--- config.mk ---
export PLATFORM = sky130hd
export DESIGN_NAME = inertial_integrator_cal
export DESIGN_NICKNAME = d
export VERILOG_FILES = /design/src/rtl/inertial_integrator_cal.sv
export SDC_FILE = /design/constraint.sdc
export NUM_CORES = 1
export LEC_CHECK = 0
export ABC_AREA = 1
export BUFFER_PORTS_ARGS = -buffer_cell sky130_fd_sc_hd__buf_2
export CAP_MARGIN = 20
export CORE_MARGIN = 3
export CORE_UTILIZATION = 45
export CTS_CLUSTER_DIAMETER = 60
export DETAILED_ROUTE_END_ITERATION = 16
export SLEW_MARGIN = 30
export SYNTH_ARGS = -nofsm -noshare
export SYNTH_HDL_FRONTEND = slang
export SYNTH_SLANG_ARGS = --single-unit
--- constraint.sdc ---
create_clock -name clk -period 11.4 [get_ports clk]
set_input_delay 0.57 -clock clk [delete_from_list [all_inputs] [get_ports clk]]
set_output_delay 0.57 -clock clk [all_outputs]
set_load 0.02 [all_outputs]
--- src/rtl/inertial_integrator_cal.sv ---
// inertial_integrator_cal
// Pitch integrator with self-calibrating gyro and accelerometer offsets.
// CAL averages 2^CAL_LOG2 valid samples of ptch_rt and AZ to learn both offsets.
// RUN integrates the offset-compensated pitch rate into a saturating accumulator.
// RUN can also nudge the accumulator toward the pitch derived from the accelerometer.
module inertial_integrator_cal #(
  parameter int W          = 16,
  parameter int FRAC       = 11,
  parameter int CAL_LOG2   = 8,
  parameter int FUSE_GAIN  = 377,
  parameter int FUSE_SHIFT = 13,
  parameter int FUSE_STEP  = 1024
) (
  input  logic                clk,
  input  logic                rst_n,
  input  logic                vld,
  input  logic signed [W-1:0] ptch_rt,
  input  logic signed [W-1:0] AZ,
  input  logic                strt_cal,
  input  logic                fuse_en,
  output logic signed [W-1:0] ptch,
  output logic                ptch_vld,
  output logic                cal_done
);

  localparam int ACC_W  = W + FRAC;
  localparam int SUM_W  = W + CAL_LOG2;
  localparam int PROD_W = W + 17;
  localparam int EXT_W  = ACC_W + 2;

  localparam logic [0:0] CAL = 1'b0;
  localparam logic [0:0] RUN = 1'b1;

  localparam logic signed [PROD_W-1:0] GAIN  = PROD_W'(FUSE_GAIN);
  localparam logic signed [PROD_W-1:0] W_MAX = {{(PROD_W-W+1){1'b0}}, {(W-1){1'b1}}};
  localparam logic signed [PROD_W-1:0] W_MIN = {{(PROD_W-W+1){1'b1}}, {(W-1){1'b0}}};
  localparam logic signed [EXT_W-1:0]  STEP  = EXT_W'(FUSE_STEP);
  localparam logic signed [EXT_W-1:0]  A_MAX = {3'b000, {(ACC_W-1){1'b1}}};
  localparam logic signed [EXT_W-1:0]  A_MIN = {3'b111, {(ACC_W-1){1'b0}}};

  logic [0:0]                state;
  logic [CAL_LOG2-1:0]       cnt;
  logic signed [SUM_W-1:0]   sum_rt, sum_az;
  logic signed [W-1:0]       off_rt, off_az;
  logic signed [ACC_W-1:0]   ptch_int;

  logic signed [SUM_W-1:0]   sum_rt_nxt, sum_az_nxt;
  logic signed [SUM_W-1:0]   avg_rt, avg_az;
  logic signed [W:0]         rt_comp, az_comp;
  logic signed [PROD_W-1:0]  prod, prod_sh;
  logic signed [W-1:0]       acc_p;
  logic signed [EXT_W-1:0]   fus, acc_sum;
  logic signed [ACC_W-1:0]   acc_nxt;

  assign ptch     = ptch_int[ACC_W-1:FRAC];
  assign cal_done = (state == RUN);

  // Calibration sums/averages plus the compensated, fused and clamped accumulator update.
  always_comb begin
    // NOTE: every combinational output gets a default first so no path infers a latch.
    sum_rt_nxt = sum_rt + SUM_W'(ptch_rt);
    sum_az_nxt = sum_az + SUM_W'(AZ);
    avg_rt     = sum_rt_nxt >>> CAL_LOG2;
    avg_az     = sum_az_nxt >>> CAL_LOG2;

    rt_comp = (W+1)'(ptch_rt) - (W+1)'(off_rt);
    az_comp = (W+1)'(AZ) - (W+1)'(off_az);

    prod    = PROD_W'(az_comp) * GAIN;
    prod_sh = prod >>> FUSE_SHIFT;
    acc_p   = prod_sh[W-1:0];
    if (prod_sh > W_MAX)      acc_p = W_MAX[W-1:0];
    else if (prod_sh < W_MIN) acc_p = W_MIN[W-1:0];

    fus = '0;
    if (fuse_en) fus = (acc_p > ptch) ? STEP : -STEP;

    acc_sum = EXT_W'(ptch_int) - EXT_W'(rt_comp) + fus;
    acc_nxt = acc_sum[ACC_W-1:0];
    if (acc_sum > A_MAX)      acc_nxt = A_MAX[ACC_W-1:0];
    else if (acc_sum < A_MIN) acc_nxt = A_MIN[ACC_W-1:0];
  end

  // State, calibration accumulation, learned offsets and the pitch integrator.
  // NOTE: asynchronous reset clears every register here; there is no memory array that would need to stay unreset.
  always_ff @(posedge clk or negedge rst_n) begin
    if (!rst_n) begin
      state    <= CAL;
      cnt      <= '0;
      sum_rt   <= '0;
      sum_az   <= '0;
      off_rt   <= '0;
      off_az   <= '0;
      ptch_int <= '0;
      ptch_vld <= 1'b0;
    end else begin
      // NOTE: non-blocking assignments so every register samples pre-edge values.
      ptch_vld <= 1'b0;
      if (strt_cal) begin
        // Restart wins over a coincident sample; offsets hold until recomputed.
        state    <= CAL;
        cnt      <= '0;
        sum_rt   <= '0;
        sum_az   <= '0;
        ptch_int <= '0;
      end else if (vld) begin
        if (state == CAL) begin
          if (cnt == '1) begin
            off_rt   <= avg_rt[W-1:0];
            off_az   <= avg_az[W-1:0];
            state    <= RUN;
            cnt      <= '0;
            sum_rt   <= '0;
            sum_az   <= '0;
            ptch_int <= '0;
          end else begin
            sum_rt <= sum_rt_nxt;
            sum_az <= sum_az_nxt;
            cnt    <= cnt + CAL_LOG2'(1);
          end
        end else begin
          ptch_int <= acc_nxt;
          ptch_vld <= 1'b1;
        end
      end
    end
  end

endmodule

# Yosys cells after proc, flatten, opt, wreduce, memory -nomap -nowiden

Cells that the tools add are included.

Memory bits (writable): 0
Bits in registers: 117
Latch bits: 0
Input bits: 37
Word-level logic and storage cells: 59
Output and inout bits: 18
ROM bits: 0
Memories kept: 0

Shift-type cells: 0
Multiplexer cells: 29
Magnitude comparators: 5
$add $sub $neg: 7
Divide/modulo/power cells: 0
Bitwise logic cells: 2
Reductions and logical operators: 5
Equal/unequal tests: 2
$mul: 1

Operators with widths:

| operator                                                                | count |
|---|---|
| 24-bit two-way mux                                                      | 8 |
| 27-bit two-way mux                                                      | 6 |
| 29-bit two-way mux                                                      | 2 |
| 24-bit by 16-bit adder with 24-bit output                               | 2 |
| 16-bit by 16-bit subtractor with 17-bit output                          | 2 |
| 16-bit two-way mux                                                      | 2 |
| 8-bit two-way mux                                                       | 4 |
| 28-bit by 29-bit adder with 29-bit output                               | 1 |
| 29-bit by 27-bit > comparator with 1-bit output (second input constant) | 1 |
| 29-bit by 27-bit < comparator with 1-bit output (second input constant) | 1 |
| 27-bit by 17-bit subtractor with 28-bit output                          | 1 |
| 17-bit by 10-bit multiplier with 27-bit output (second input constant)  | 1 |
| 14-bit by 16-bit > comparator with 1-bit output (second input constant) | 1 |
| 16-bit > comparator                                                     | 1 |
| 14-bit by 16-bit < comparator with 1-bit output (second input constant) | 1 |
| 8-bit by 1-bit adder with 8-bit output (second input constant)          | 1 |
| 8-bit == test (second input constant)                                   | 1 |
| 1-bit two-way mux                                                       | 7 |
| 2-bit AND reduction                                                     | 2 |
| 4-bit AND reduction                                                     | 1 |
| 3-bit nonzero test                                                      | 1 |
| 2-bit inequality test (second input constant)                           | 1 |
| 1-bit inverter                                                          | 2 |
| 2-bit nonzero test                                                      | 1 |

# Longest topological paths before layout

Word-level depth: 15
Mapped depth: 61
Depth with buffers taken out: 60

# Worst setup path before layout

No wires, ideal clock.

Path type: input-to-reg
From: input AZ[0]
To: register ptch_int[25]
Stages: 52
Arrival: 9.909 ns
Path buffers: 1
Path slack: 1.374 ns
Data required time: 11.283 ns
Library setup time: 0.117 ns
Cells stage by stage: inv_1 ha_1 fa_1 o21ai_2 nand3_1 nand2_1 nand3_1 nand2_1 nand2_1 nand2_1 inv_1 ha_1 xnor2_1 ha_1 fa_1 fa_1 inv_1 fa_1 (+16 left out) o21ai_0 o21ai_0 inv_1 fa_1 ha_1 nand2_2 inv_1 a21oi_2 nand2_1 a21oi_1 nand3_1 nand2_1 nand2_1 nand3_4 buf_6 nand2_1 inv_1 nand2_1

Word-level cells in the longest chain between the ends: 15
Elaborated cells between the ends (all ways): 17
Those cells by class: 2 x add/sub; 1 x mul; 5 x order compare; 9 x mux

Ends and longest elaborated chain:

| element                                            | line | source |
|---|---|---|
| from (decl)                                        | 18   | `input logic signed [W-1:0] AZ,` |
| 16-bit by 16-bit subtractor with 17-bit output (*) | 67   | `az_comp = (W+1)'(AZ) - (W+1)'(off_az);` |
| 17-bit by 10-bit multiplier with 27-bit output (*) | 69   | `prod = PROD_W'(az_comp) * GAIN;` |
| 14-bit by 16-bit < comparator with 1-bit output    | 73   | `else if (prod_sh < W_MIN) acc_p = W_MIN[W-1:0];` |
| 16-bit two-way mux                                 | 73   |  |
| 16-bit two-way mux (*)                             | 72   | `if (prod_sh > W_MAX) acc_p = W_MAX[W-1:0];` |
| 16-bit > comparator (*)                            | 76   | `if (fuse_en) fus = (acc_p > ptch) ? STEP : -STEP;` |
| 29-bit two-way mux (*) (2 in a row)                | 76   |  |
| 28-bit by 29-bit adder with 29-bit output (*)      | 78   | `acc_sum = EXT_W'(ptch_int) - EXT_W'(rt_comp) + fus;` |
| 29-bit by 27-bit < comparator with 1-bit output    | 81   | `else if (acc_sum < A_MIN) acc_nxt = A_MIN[ACC_W-1:0];` |
| 27-bit two-way mux                                 | 81   |  |
| 27-bit two-way mux (*)                             | 80   | `if (acc_sum > A_MAX) acc_nxt = A_MAX[ACC_W-1:0];` |
| 27-bit two-way mux (*)                             | 107  | `if (state == CAL) begin` |
| 27-bit two-way mux (*)                             | 106  | `end else if (vld) begin` |
| 27-bit two-way mux (*)                             | 99   | `if (strt_cal) begin` |
| to (signal assigned)                               | 122  | `ptch_int <= acc_nxt;` |
| to (decl)                                          | 45   | `logic signed [ACC_W-1:0] ptch_int;` |

Every way passes the cells marked *; elsewhere a longest branch is shown, timed or not. The select of a mux whose other input is x is not followed.
A chain may end at the register's enable or synchronous reset.

# Final worst setup path

From: register off_az[3]
To: register ptch_int[22]

Word-level cells in the longest chain between the ends: 15
Elaborated cells between the ends (all ways): 17
Those cells by class: 2 x add/sub; 1 x mul; 5 x order compare; 9 x mux

Ends and longest elaborated chain:

| element                                            | line | source |
|---|---|---|
| from (decl)                                        | 44   | `logic signed [W-1:0] off_rt, off_az;` |
| from (signal assigned)                             | 110  | `off_az <= avg_az[W-1:0];` |
| 16-bit by 16-bit subtractor with 17-bit output (*) | 67   |  |
| 17-bit by 10-bit multiplier with 27-bit output (*) | 69   |  |
| 14-bit by 16-bit < comparator with 1-bit output    | 73   |  |
| 16-bit two-way mux                                 | 73   |  |
| 16-bit two-way mux (*)                             | 72   |  |
| 16-bit > comparator (*)                            | 76   |  |
| 29-bit two-way mux (*) (2 in a row)                | 76   |  |
| 28-bit by 29-bit adder with 29-bit output (*)      | 78   |  |
| 29-bit by 27-bit < comparator with 1-bit output    | 81   |  |
| 27-bit two-way mux                                 | 81   |  |
| 27-bit two-way mux (*)                             | 80   |  |
| 27-bit two-way mux (*)                             | 107  |  |
| 27-bit two-way mux (*)                             | 106  |  |
| 27-bit two-way mux (*)                             | 99   |  |

Marked as above.

==> impl_metrics.tcl <==
set metrics [dict create \
    fin_crit_ns 10.52 \
    clock_skew_ns 0.00958 \
    drv_slew 0 \
    synth_area_um2 15200 \
    cts_buffer_depth 2 \
    synth-warning-count 0 \
    wire_per_inst_um 15.3 \
    drtAntennaViolNets 0 \
    clkTransAtPathRegs_ns 0.06 \
    ios 55 \
    gr-total-overflow 0 \
    die_area_um2 36100 \
    synth_common_cells "nand2_1, inv_1, ha_1, nand3_1, a21oi_1" \
    drive_gt1_share_pct 6.94 \
    die_w_um 190 \
    routed_wl_um 39400 \
    cp_max_fo 23 \
    setup_viol 0 \
    cp.required_ns 11.75 \
    regArea_um2 2930 \
    synthesis.nets 2409 \
    critPathKind "reg2reg" \
    slew_headroom_pct 45.9 \
    fin_cells 2576 \
    synth_top_area_cell "dfrtp_1" \
    synth_flop_cell "dfrtp_1" \
    vias_per_cell 5.15 \
    fin_crit_sh_pct 92.3 \
    track_usage_pct 22.5 \
    core_um2 32900 \
    final_nets 2449 \
    antenna_found_initial 0 \
    worst_slew_pin_slew_ns 0.811 \
    hold_viol 0 \
    synth_cell_type_count 58 \
    area_delta_synth_final_pct 8.30 \
    place_inst 2544 \
    initial_core_util_pct 46.3 \
    clock_latency_ns 0.44 \
    synthCells 2081 \
    grt_pass1_vias 13100 \
    status "complete, no violations" \
    cp_slowest_cell "fa_1" \
    drt_first_pass_iters 6 \
    cts_buffers 17 \
    cts_tree "built" \
    place_congestion 0.937 \
    timing.fmax_mhz 95.0 \
    rows 66 \
    synthTopCellsByArea "dfrtp_1, ha_1, fa_1" \
    die_y_um 190 \
    cp.buffers_inverters 9 \
    crit_family "adder cells" \
    nFillCells 3329 \
    syn_avg_cell_area_um2 7.33 \
    h-tree-depth 4 \
    cts-root-buf "clkbuf_16" \
    dpl.hpwl_um 32300 \
    cts.sinks 117 \
    multi_input_area_um2 10600 \
    cp-end-kind "register" \
    finalSetupTns_ns 0 \
    ys_seq_elements 117 \
    crit_arrival_ns 10.88 \
    insertedDiodeCount 0 \
    grt_max_degree 60 \
    crit_top_cell "nand2_1" \
    port_buffers 54 \
    synth_top_area_share_pct 19.2 \
    hold_path.class "in2async" \
    cts_setup_buffers 0 \
    drc_errors 0 \
    max_stage_delay_ns 0.56 \
    grt_pass1_wl_um 65500 \
    async_flop_share_pct 100 \
    vias 13300 \
    maxCapViolations 0 \
    yosysMostFrequentCell "nand2_1" \
    rsz0062_at_grt "no" \
    cp-start-kind "register" \
    synth_edf_count 0 \
    ys_seq_area_share_pct 19.2 \
    drtIter0Drc 749 \
]
-- cells by family after synthesis --
group	Yosys count	share of synthesized area, %
AOI/OAI and AO/OA	296	10.9
muxes	1	0.0657
buffers and inverters	434	11.4
DFF	117	19.2
adders and majority gates	291	29.1
and+or+nand+nor	870	24.9
xor gates and xnor gates	72	4.53
-- worst paths after layout --
path / startpoint / end / slack, ns / cells past startpoint
setup / recovery: off_az[3] / ptch_int[22] / 0.88 / 46
hold / removal: rst_n / ptch_int[25] / 0.21 / 1
setup reg to reg: off_az[3] / ptch_int[22] / 0.88 / 46
hold reg to reg: off_rt[9] / off_rt[9] / 0.48 / 2
max in group asynchronous: rst_n / sum_az[14] / 9.85 / 2
min in group clk: strt_cal / cal_done / 0.42 / 2
-- layer usage --
metal | track usage (%) | wire length, µm | part of all wire [%] | vias up
met4 | 7.08 | 1000 | 2.5 | 0
met3 | 3.02 | 1780 | 4.5 | 53
met1 | 31.6 | 18800 | 48 | 6187
met2 | 36.1 | 17800 | 45 | 292
met5 | 0 | 0 | 0 | -
li1 | - | - | - | 6728
-- final cells by class --
| cell class | instances | share of cell area, % |
|---|---|---|
| multi-input combinational | 1530 | 64.2 |
| inverter | 394 | 8.96 |
| sequential | 117 | 17.7 |
| clock inverter | 11 | 1.06 |
| clock buffer | 21 | 2.73 |
| timing repair buffer | 61 | 1.97 |
| tap | 442 | 3.35 |
-- stage by stage --
stage | utilization, % | setup WS (ns) | hold WS (ns) | area, µm²
3_5_place_dp | 48.2 | 0.373 | 0.470 | 15900
6_report | 50.1 | 0.877 | 0.208 | 16500
4_1_cts | 50.1 | 0.725 | 0.235 | 16500
5_1_grt | 50.1 | 0.0617 | 0.266 | 16500
2_1_floorplan | - | 1.37 | 0.274 | 15200
3_3_place_gp | 48.2 | 0.168 | 0.467 | 15900
-- what timing repair did --
action                     CTS  global route
hold buffers                 0             0
setup endpoints to repair    0            26
gates resized for setup      0             1
-- cell usage in the layout (no fill, tap or decap), drive strengths merged, types with 24 or more instances in the layout --
| master | instances |
|---|---|
| nand2 | 520 |
| nand3 | 162 |
| inv | 394 |
| xor2 | 49 |
| fa | 106 |
| ha | 185 |
| nor2 | 114 |
| a21oi | 129 |
| dfrtp | 117 |
| nor3 | 24 |
| buf | 61 |
| o21ai | 110 |
-- sequential cells by signal (all words and copies together) (netlist names) --
register and flops:
cal_done 1, sum_rt 24, ptch_int 27, off_az 16, ptch_vld 1, cnt 8
sum_az 24, off_rt 16
Power is left out: the tool's default activity adds up to more than one toggle a clock period on the data nets, which glitch-free logic cannot reach.
